--- src/rtl/keccak_padder_multi_if.sv ---
// Word/block interface between the host, the padder and the permutation core.
//   master : host + permutation side (drives words, mode, f_ack)
//   slave  : padder side (drives out, out_ready, buffer_full, rate_sel)
// Signals:
//   mode[1:0]        rate select (0=1152, 1=1088, 2=832, 3=576)
//   keccak_mode      0: SHA-3 domain byte 0x06, 1: legacy Keccak 0x01
//   in[IN_W-1:0]     message word, first byte in the top byte lane
//   in_ready         in is valid this cycle
//   is_last          final word of the message
//   byte_num         valid bytes in the final word
//   buffer_full      block complete, words not accepted
//   out[MAX_RATE-1:0] padded block, left-aligned
//   out_ready        out holds a valid block
//   f_ack            permutation has taken the block
//   rate_sel[1:0]    mode latched for the current message
interface keccak_padder_multi_if #(
  parameter int IN_W     = 32,
  parameter int BN_W     = 2,
  parameter int MAX_RATE = 1152
) ();
  logic [1:0]          mode;
  logic                keccak_mode;
  logic [IN_W-1:0]     in;
  logic                in_ready;
  logic                is_last;
  logic [BN_W-1:0]     byte_num;
  logic                buffer_full;
  logic [MAX_RATE-1:0] out;
  logic                out_ready;
  logic                f_ack;
  logic [1:0]          rate_sel;

  modport master (
    output mode, keccak_mode, in, in_ready, is_last, byte_num, f_ack,
    input  buffer_full, out, out_ready, rate_sel
  );

  modport slave (
    input  mode, keccak_mode, in, in_ready, is_last, byte_num, f_ack,
    output buffer_full, out, out_ready, rate_sel
  );
endinterface

--- src/rtl/keccak_padder_multi.sv ---
// Multi-rate SHA-3 / legacy Keccak input padder.
// Packs IN_W-bit message words into a left-aligned rate-wide block, applies
// the domain byte plus the final 0x80 bit on the last word, and hands each
// completed block to the permutation with an out_ready/f_ack handshake.
// Ports:
//   clk    rising-edge clock
//   reset  synchronous, active-low
//   bus    keccak_padder_multi_if slave modport (see interface header)
module keccak_padder_multi #(
  parameter int IN_W     = 32,
  parameter int BN_W     = 2,
  parameter int MAX_RATE = 1152
) (
  input logic                 clk,
  input logic                 reset,
  keccak_padder_multi_if.slave bus
);
  localparam int NB    = IN_W / 8;
  localparam int SLOTS = MAX_RATE / IN_W;
  localparam int RATE0 = 1152;
  localparam int RATE1 = 1088;
  localparam int RATE2 = 832;
  localparam int RATE3 = 576;

  typedef enum logic [1:0] {ABSORB, WAIT_ACK, DONE} state_t;

  state_t              state_reg;
  logic [5:0]          cnt_reg;
  logic                pad_done_reg;
  logic                latched_reg;
  logic                out_ready_reg;
  logic                buffer_full_reg;
  logic [1:0]          rate_sel_reg;
  logic [MAX_RATE-1:0] out_reg;

  logic [MAX_RATE-1:0] absorb_next;
  logic [1:0]          eff_mode;
  logic [5:0]          last_slot;
  logic [7:0]          domain_byte;
  logic [IN_W-1:0]     last_word;

  // The very first accepted word must already use the incoming mode, since
  // rate_sel is only latched on that same edge (matters for 1-word messages).
  assign eff_mode    = latched_reg ? rate_sel_reg : bus.mode;
  assign domain_byte = bus.keccak_mode ? 8'h01 : 8'h06;

  always_comb begin
    case (eff_mode)
      2'd0:    last_slot = 6'(RATE0 / IN_W - 1);
      2'd1:    last_slot = 6'(RATE1 / IN_W - 1);
      2'd2:    last_slot = 6'(RATE2 / IN_W - 1);
      default: last_slot = 6'(RATE3 / IN_W - 1);
    endcase
  end

  // Final word: valid bytes, then the domain byte, then zeros.
  for (genvar gi = 0; gi < NB; gi++) begin : g_last_byte
    localparam int HI = IN_W - 1 - gi * 8;
    assign last_word[HI -: 8] =
      (BN_W'(gi) <  bus.byte_num) ? bus.in[HI -: 8] :
      (BN_W'(gi) == bus.byte_num) ? domain_byte     : 8'h00;
  end

  // Block contents after accepting the presented word in slot cnt_reg.
  always_comb begin
    absorb_next = out_reg;
    for (int s = 0; s < SLOTS; s++) begin
      if (s == int'(cnt_reg))
        absorb_next[MAX_RATE-1-s*IN_W -: IN_W] = bus.is_last ? last_word : bus.in;
      else if (bus.is_last && s > int'(cnt_reg))
        absorb_next[MAX_RATE-1-s*IN_W -: IN_W] = '0;
    end
    // Closing pad bit lives in the last byte of the rate; it may land in the
    // same byte as the domain byte (0x86 / 0x81).
    if (bus.is_last) begin
      case (eff_mode)
        2'd0:    absorb_next[MAX_RATE-RATE0 +: 8] = absorb_next[MAX_RATE-RATE0 +: 8] | 8'h80;
        2'd1:    absorb_next[MAX_RATE-RATE1 +: 8] = absorb_next[MAX_RATE-RATE1 +: 8] | 8'h80;
        2'd2:    absorb_next[MAX_RATE-RATE2 +: 8] = absorb_next[MAX_RATE-RATE2 +: 8] | 8'h80;
        default: absorb_next[MAX_RATE-RATE3 +: 8] = absorb_next[MAX_RATE-RATE3 +: 8] | 8'h80;
      endcase
    end
  end

  always_ff @(posedge clk) begin
    if (!reset) begin
      state_reg       <= ABSORB;
      cnt_reg         <= '0;
      pad_done_reg    <= 1'b0;
      latched_reg     <= 1'b0;
      out_ready_reg   <= 1'b0;
      buffer_full_reg <= 1'b0;
      rate_sel_reg    <= 2'd0;
      out_reg         <= '0;
    end else begin
      case (state_reg)
        ABSORB: begin
          if (bus.in_ready && !buffer_full_reg) begin
            out_reg <= absorb_next;
            if (!latched_reg) begin
              rate_sel_reg <= bus.mode;
              latched_reg  <= 1'b1;
            end
            if (bus.is_last) begin
              pad_done_reg    <= 1'b1;
              state_reg       <= WAIT_ACK;
              out_ready_reg   <= 1'b1;
              buffer_full_reg <= 1'b1;
            end else if (cnt_reg == last_slot) begin
              state_reg       <= WAIT_ACK;
              out_ready_reg   <= 1'b1;
              buffer_full_reg <= 1'b1;
            end else begin
              cnt_reg <= cnt_reg + 6'd1;
            end
          end
        end
        WAIT_ACK: begin
          // Words offered here (even alongside f_ack) are dropped.
          if (bus.f_ack) begin
            out_reg         <= '0;
            cnt_reg         <= '0;
            out_ready_reg   <= 1'b0;
            buffer_full_reg <= 1'b0;
            state_reg       <= pad_done_reg ? DONE : ABSORB;
          end
        end
        DONE: begin
          // Terminal until reset.
        end
        default: state_reg <= ABSORB;
      endcase
    end
  end

  assign bus.out         = out_reg;
  assign bus.out_ready   = out_ready_reg;
  assign bus.buffer_full = buffer_full_reg;
  assign bus.rate_sel    = rate_sel_reg;
endmodule

--- src/flat_wrapper.sv ---
// flat-port wrapper written by rule: the top's interface ports become plain ports
module keccak_padder_multi_flat 
#(
  parameter int IN_W     = 32,
  parameter int BN_W     = 2,
  parameter int MAX_RATE = 1152
)
  (clk, reset, bus_mode, bus_keccak_mode, bus_in, bus_in_ready, bus_is_last, bus_byte_num, bus_f_ack, bus_buffer_full, bus_out, bus_out_ready, bus_rate_sel);
  keccak_padder_multi_if #(.IN_W(IN_W), .BN_W(BN_W), .MAX_RATE(MAX_RATE)) bus_i ();
  input logic clk;
  input logic reset;
  input wire logic [$bits(bus_i.mode)-1:0] bus_mode;
  input wire logic [$bits(bus_i.keccak_mode)-1:0] bus_keccak_mode;
  input wire logic [$bits(bus_i.in)-1:0] bus_in;
  input wire logic [$bits(bus_i.in_ready)-1:0] bus_in_ready;
  input wire logic [$bits(bus_i.is_last)-1:0] bus_is_last;
  input wire logic [$bits(bus_i.byte_num)-1:0] bus_byte_num;
  input wire logic [$bits(bus_i.f_ack)-1:0] bus_f_ack;
  output wire logic [$bits(bus_i.buffer_full)-1:0] bus_buffer_full;
  output wire logic [$bits(bus_i.out)-1:0] bus_out;
  output wire logic [$bits(bus_i.out_ready)-1:0] bus_out_ready;
  output wire logic [$bits(bus_i.rate_sel)-1:0] bus_rate_sel;
  assign bus_i.mode = bus_mode;
  assign bus_i.keccak_mode = bus_keccak_mode;
  assign bus_i.in = bus_in;
  assign bus_i.in_ready = bus_in_ready;
  assign bus_i.is_last = bus_is_last;
  assign bus_i.byte_num = bus_byte_num;
  assign bus_i.f_ack = bus_f_ack;
  assign bus_buffer_full = bus_i.buffer_full;
  assign bus_out = bus_i.out;
  assign bus_out_ready = bus_i.out_ready;
  assign bus_rate_sel = bus_i.rate_sel;
  keccak_padder_multi #(.IN_W(IN_W), .BN_W(BN_W), .MAX_RATE(MAX_RATE)) u_core (.clk(clk), .reset(reset), .bus(bus_i));
endmodule
--- config.mk ---
export PLATFORM = sky130hd
export DESIGN_NAME = keccak_padder_multi_flat
export DESIGN_NICKNAME = d
export VERILOG_FILES = /design/src/rtl/keccak_padder_multi_if.sv /design/src/rtl/keccak_padder_multi.sv /design/src/flat_wrapper.sv
export SDC_FILE = /design/constraint.sdc
export NUM_CORES = 2
export LEC_CHECK = 0
export ABC_CLOCK_PERIOD_IN_PS = 3060
export BUFFER_PORTS_ARGS = -buffer_cell sky130_fd_sc_hd__clkbuf_2
export CORE_AREA = 2 2 460 462
export DETAILED_ROUTE_END_ITERATION = 7
export DIE_AREA = 0 0 462 464
export HOLD_SLACK_MARGIN = 0.08
export MAX_ROUTING_LAYER = met4
export SLEW_MARGIN = 15
export SYNTH_ARGS = -nofsm -noshare
export SYNTH_HDL_FRONTEND = slang
export SYNTH_SLANG_ARGS = --single-unit
--- constraint.sdc ---
create_clock -name clk -period 3.06 [get_ports clk]
set_clock_uncertainty 0.1 [all_clocks]
set_input_delay 0.612 -clock clk [delete_from_list [all_inputs] [get_ports clk]]
set_output_delay 0.612 -clock clk [all_outputs]
set_load 0.005 [all_outputs]
## Word level (Yosys, flattened, before mapping)

Index checks and enable logic that the tools add are counted.

| word-level totals | value |
|---|---|
| bits in registers | 1165 |
| bits in latches | 0 |
| bits in writable memories | 0 |
| memory bits (read-only) | 0 |
| output and inout bits | 1156 |
| word-level logic and storage cells | 363 |
| memories | 0 |

| operators by class | value |
|---|---|
| add/sub/neg operators | 1 |
| multipliers | 0 |
| div/mod/pow operators | 0 |
| order comparisons | 39 |
| eq/ne operators | 84 |
| shift-type cells | 0 |
| muxes and demuxes | 110 |
| bitwise gates (word level) | 1 |
| reduce and logical (&&, ||, !) cells | 85 |

Operators by type and width:

| kind | number |
|---|---|
| $mux 1152 | 2 |
| $mux 32 | 72 |
| $pmux 1152 s2 | 1 |
| $reduce_and 4->1 | 38 |
| $mux 8 | 16 |
| $eq 6x6->1 const A | 20 |
| $ne 3x1->1 const B | 35 |
| $gt 5x6->1 const A | 16 |
| $eq 5x6->1 const A | 8 |
| $gt 4x6->1 const A | 8 |
| $logic_and 1x1->1 | 36 |
| $eq 4x6->1 const A | 4 |
| $gt 3x6->1 const A | 4 |
| $gt 6x6->1 const A | 4 |
| $mux 6 | 4 |
| $pmux 6 s3 | 1 |
| $eq 3x6->1 const A | 2 |
| $gt 2x6->1 const A | 2 |
| $mux 2 | 6 |
| $pmux 6 s2 | 1 |
| $add 6x1->6 const B | 1 |
| $eq 2x6->1 const A | 1 |
| $eq 6x6->1 | 1 |
| $gt 1x6->1 const A | 1 |
| 22 further kinds | 36 |

## Logic depth before layout (Yosys ltp)

| depth | value |
|---|---|
| word-level depth | 9 |
| mapped depth | 11 |
| depth with buffers taken out | 6 |

## Least setup slack after synthesis

Ideal clock, no wire load.

| timing path | value |
|---|---|
| path kind | input to register |
| start | input port bus_byte_num[0] |
| end | register u_core.out_reg[255], in the netlist u_core.bus.out[255] |
| library setup time | 0.128 ns |
| arrival time | 2.141 ns |
| data required time | 2.832 ns |
| path slack | 0.692 ns |
| cell stages on the path | 9 |
| buffers on the path | 4 |
| cells stage by stage | clkbuf_1 or3b_1 and3_1 clkbuf_1 and2_1 buf_2 buf_2 a22oi_1 nor2_1 |

| on the way | value |
|---|---|
| word-level cells in the longest chain between the ends | 6 |

RTL lines:

| element | line | text |
|---|---|---|
| from (decl) | flat_wrapper.sv:17 | `input wire logic [$bits(bus_i.byte_num)-1:0] bus_byte_num;` |
| $lt 1x2->1 | keccak_padder_multi.sv:60 | `(BN_W'(gi) < bus.byte_num) ? bus.in[HI -: 8] :` |
| $mux 8 | keccak_padder_multi.sv:60 |  |
| $mux 32 | keccak_padder_multi.sv:69 | `absorb_next[MAX_RATE-1-s*IN_W -: IN_W] = bus.is_last ? last_word : bus.in;` |
| $mux 32 | keccak_padder_multi.sv:68 | `if (s == int'(cnt_reg))` |
| $mux 1152 | keccak_padder_multi.sv:98 | `if (bus.in_ready && !buffer_full_reg) begin` |
| $pmux 1152 s2 | keccak_padder_multi.sv:96 | `case (state_reg)` |
| to (signal assigned) | keccak_padder_multi.sv:99 | `out_reg <= absorb_next;` |
| to (decl) | keccak_padder_multi.sv:34 | `logic [MAX_RATE-1:0] out_reg;` |

No other way between the ends. The select of a mux whose other input is x is not followed.
A chain may end at the register's enable or synchronous reset.

## Final worst setup path

| timing path | value |
|---|---|
| start | register u_core.cnt_reg[2] |
| end | register u_core.out_reg[270], in the netlist u_core.bus.out[270] |

| on the way | value |
|---|---|
| word-level cells in the longest chain between the ends | 4 |
| elaborated cells between the ends (all ways) | 8 |

RTL lines:

| element | line | text |
|---|---|---|
| from (decl) | keccak_padder_multi.sv:28 | `logic [5:0] cnt_reg;` |
| from (signal assigned) | keccak_padder_multi.sv:114 | `cnt_reg <= cnt_reg + 6'd1;` |
| $gt 5x6->1 or $eq 6x6->1 (tied branches) | keccak_padder_multi.sv:70, keccak_padder_multi.sv:68 |  |
| $logic_and 1x1->1 or $mux 32 (tied branches) | keccak_padder_multi.sv:70, keccak_padder_multi.sv:68 |  |
| $ne 3x1->1 (no source line) or $mux 1152 (tied branches) | n/a |  |
| $reduce_and 4->1 (no source line) or $pmux 1152 s2 (tied branches) | n/a |  |

Several ways; a longest one is shown, not always the timed one. The select of a mux whose other input is x is not followed.

==> metrics <==
fin cells=8,611; Tot Pwr=0.0366 W; Num CTS Buffers=132; wire per inst=27.3 um; Net Sw Power=0.0110 W; via count=42,200; die area=214,000 um^2; Comb pwr share=0.129; post-CTS setup buffer count=0; Total GRT Usage=0.213; CTS H-Tree Depth=4; number of synthesized register bits=1,165; initial antenna violation count=26; layout cells sized above 1=0.300; Final Slew Violations=0; HPWL Detailed=157,000 um; Area Overhead vs Synth=35.2%; crit-path max cell delay=940 ps; HP Class=in2reg; final hold slack=198 ps; r2r worst-path depth=5; FF-to-FF setup slack=180 ps; num ports=1,198; most frequent cells in the layout=clkbuf_2 (1,196), dfxtp_1 (1,162), nor2_1 (708), a22oi_1 (681), nand2_1 (390); main area contributors after synthesis=dfxtp_1 (55%), a22oi_1 (12%), nor2_1 (6.4%); fin crit period=2880 ps; row cnt=168; Finish-stage setup viols=0; total wire length=235,000 um; status=complete, no violations; Post-Synthesis Net Count=4,746; register area share after synthesis=0.554; CP startpoint=u_core.cnt_reg[2]; Worst Tran Pin Value=1130 ps; RR Startpoint=u_core.cnt_reg[2]; first-pass GRT wire length=312,000 um; Post-Syn Instances=4,700; Initial Utilization=0.201; CORE AREA=209,000 um^2; Worst Path Buf+Inv=0; Main synth FF type=dfxtp_1; Switching Share=0.300; RSZ-0062 raised after global routing=no; RePlAce Congestion=0.871; number of global-route vias before repair=39,200; Sequential Power Share=0.418; Placed Cells=8,352; Synthesis Warnings=0; Rel. slew slack=0.243; DIE WIDTH=462 um; period utilization=0.942; Internal Power=0.0256 W; buffer depth of the longest clock path=3; clock power share=0.453; Post-synth EDFFs=0; DIE HEIGHT=464 um; Pre-antenna DRT Iters=7; Vias/cell=4.90; Worst path top cell family by delay=compound AO/OA/AOI/OAI gates; commonest non-fill, non-tap cell in the layout=clkbuf_2; pin count of the biggest net entering global routing=186; critical hold path startpoint=bus_in[14]; post-layout net count=5,735; VDD IR max=0.550 mV; Setup CP Type=reg2reg; CTS sink cnt=1,165; CP max stage cell=o21ai_4; Max-Cap Viols=0; # port buffers=1,197; post-route ant nets=0; CTS tree=done; Setup crit end kind=flop; Worst path depth=5; DRC viols=0; grt total ovfl=0; 1st-iter DRT viols=4,852; mapped cell area=42,100 um^2; Synth area leader=dfxtp_1; Worst setup SP type=flop; CP Cell Sequence=and3_1 > o21ai_0 > o21ai_4 > a22oi_1 > nor2_1; Peak Freq=347 MHz; RR Endpoint=u_core.bus.out[270]; WP data arrival=3490 ps; ys async rst share=0; Netlist cell types=76; max FFs per register=1,152; P_leak=22.4 nW; Root Driver=clkbuf_16; CP Capture Point=u_core.bus.out[270]; final core utilization=0.272; maximum fanout along the worst path=32; Pwr per Cell Area=643 nW/um^2; clock latency on the worst-skew pair=790 ps; clock slew at reported path FFs=60 ps; Hold Violations, Final=0; Crit path required time=3670 ps; area share of the largest cell type after synthesis=0.554; syn_area_per_cell=8.95 um^2
## through the flow
step,setup TNS [ps],setup slack [ps],area [um^2]
global route,0,1.95,56900
floorplan,0,692,42100
detailed placement,-0.102,-0.102,52200
CTS,0,105,56800
finish,0,176,56900
global placement,0,80.5,52200
## power groups by stage
stage | sequential [W] | clock [W] | combinational, W
after floorplan | 0.0156 | 0 | 0.00195
after global placement | 0.0156 | 0 | 0.00464
after detailed placement | 0.0156 | 0 | 0.00466
after CTS | 0.0153 | 0.0169 | 0.00468
after global routing | 0.0153 | 0.0175 | 0.00481
final | 0.0153 | 0.0166 | 0.00471
## kinds of logic (layout without fill, tap and decap cells)
kind of cell / count (synthesis) / in the layout / synth area share
AND/OR/NAND/NOR: 1605 / 1605 / 0.167
AO/OA/AOI/OAI: 1341 / 1341 / 0.212
flip-flops: 1165 / 1165 / 0.554
buffers and inverters: 572 / 1662 / 0.0621
XOR/XNOR: 3 / 3 / 0.000625
adder cells (fa/ha/maj): 4 / 4 / 0.00119
multiplexers: 10 / 10 / 0.00244
other: 0 / 16 / 0
## worst reg2reg max path, stage by stage, from the launching register on
cell and delay, ps:
dfxtp_1 750, and3_1 360, o21ai_0 280, o21ai_4 940, a22oi_1 240, nor2_1 150
## area by class of cell
cell class | instances | area, um^2
Antenna cell | 16 | 40.0
Tap cell | 2805 | 3510
Clock inverter | 44 | 599
Fill cell | 22200 | 152000
Inverter | 6 | 30.0
Multi-Input combinational cell | 2963 | 16600
Timing Repair Buffer | 1421 | 8790
Clock buffer | 191 | 3980
Sequential cell | 1165 | 23300
## what timing repair did
action,CTS,global route
gates resized for setup,1,2
hold buffers,7,0
hold endpoints to repair,11,0
endpoints found under the setup margin,4,12
pin swaps,0,1
## per-layer routing
metal	part of all wire	routed length, um	up-vias	GRT usage
met5	0	0	-	-
met4	0.073	17000	0	0.142
met3	0.10	24000	614	0.0594
met2	0.45	105000	2686	0.322
met1	0.38	88800	20500	0.244
li1	-	-	18400	-
## synthesized netlist by cell type, drive strengths merged (7+ instances only)
cell,n
nor2b,9
a22oi,681
a21o,7
nand4,40
dfxtp,1165
nand2,392
nor4,8
and2,47
a21oi,349
buf,278
o21ai,185
clkbuf,288
o21a,11
mux2i,8
nand3,314
and3,35
nor2,723
a22o,58
## worst min path at each step
stage | to | slack [ps] | cells past startpoint
after detailed placement | u_core.bus.out[426] | 340 | 2
final | u_core.bus.out[398] | 200 | 4
after global placement | u_core.bus.out[516] | 340 | 2
after CTS | u_core.bus.out[583] | 120 | 3
after floorplan | u_core.pad_done_reg | 340 | 2
after global routing | u_core.bus.out[583] | 150 | 3
(Power assumes the default switching activity.)
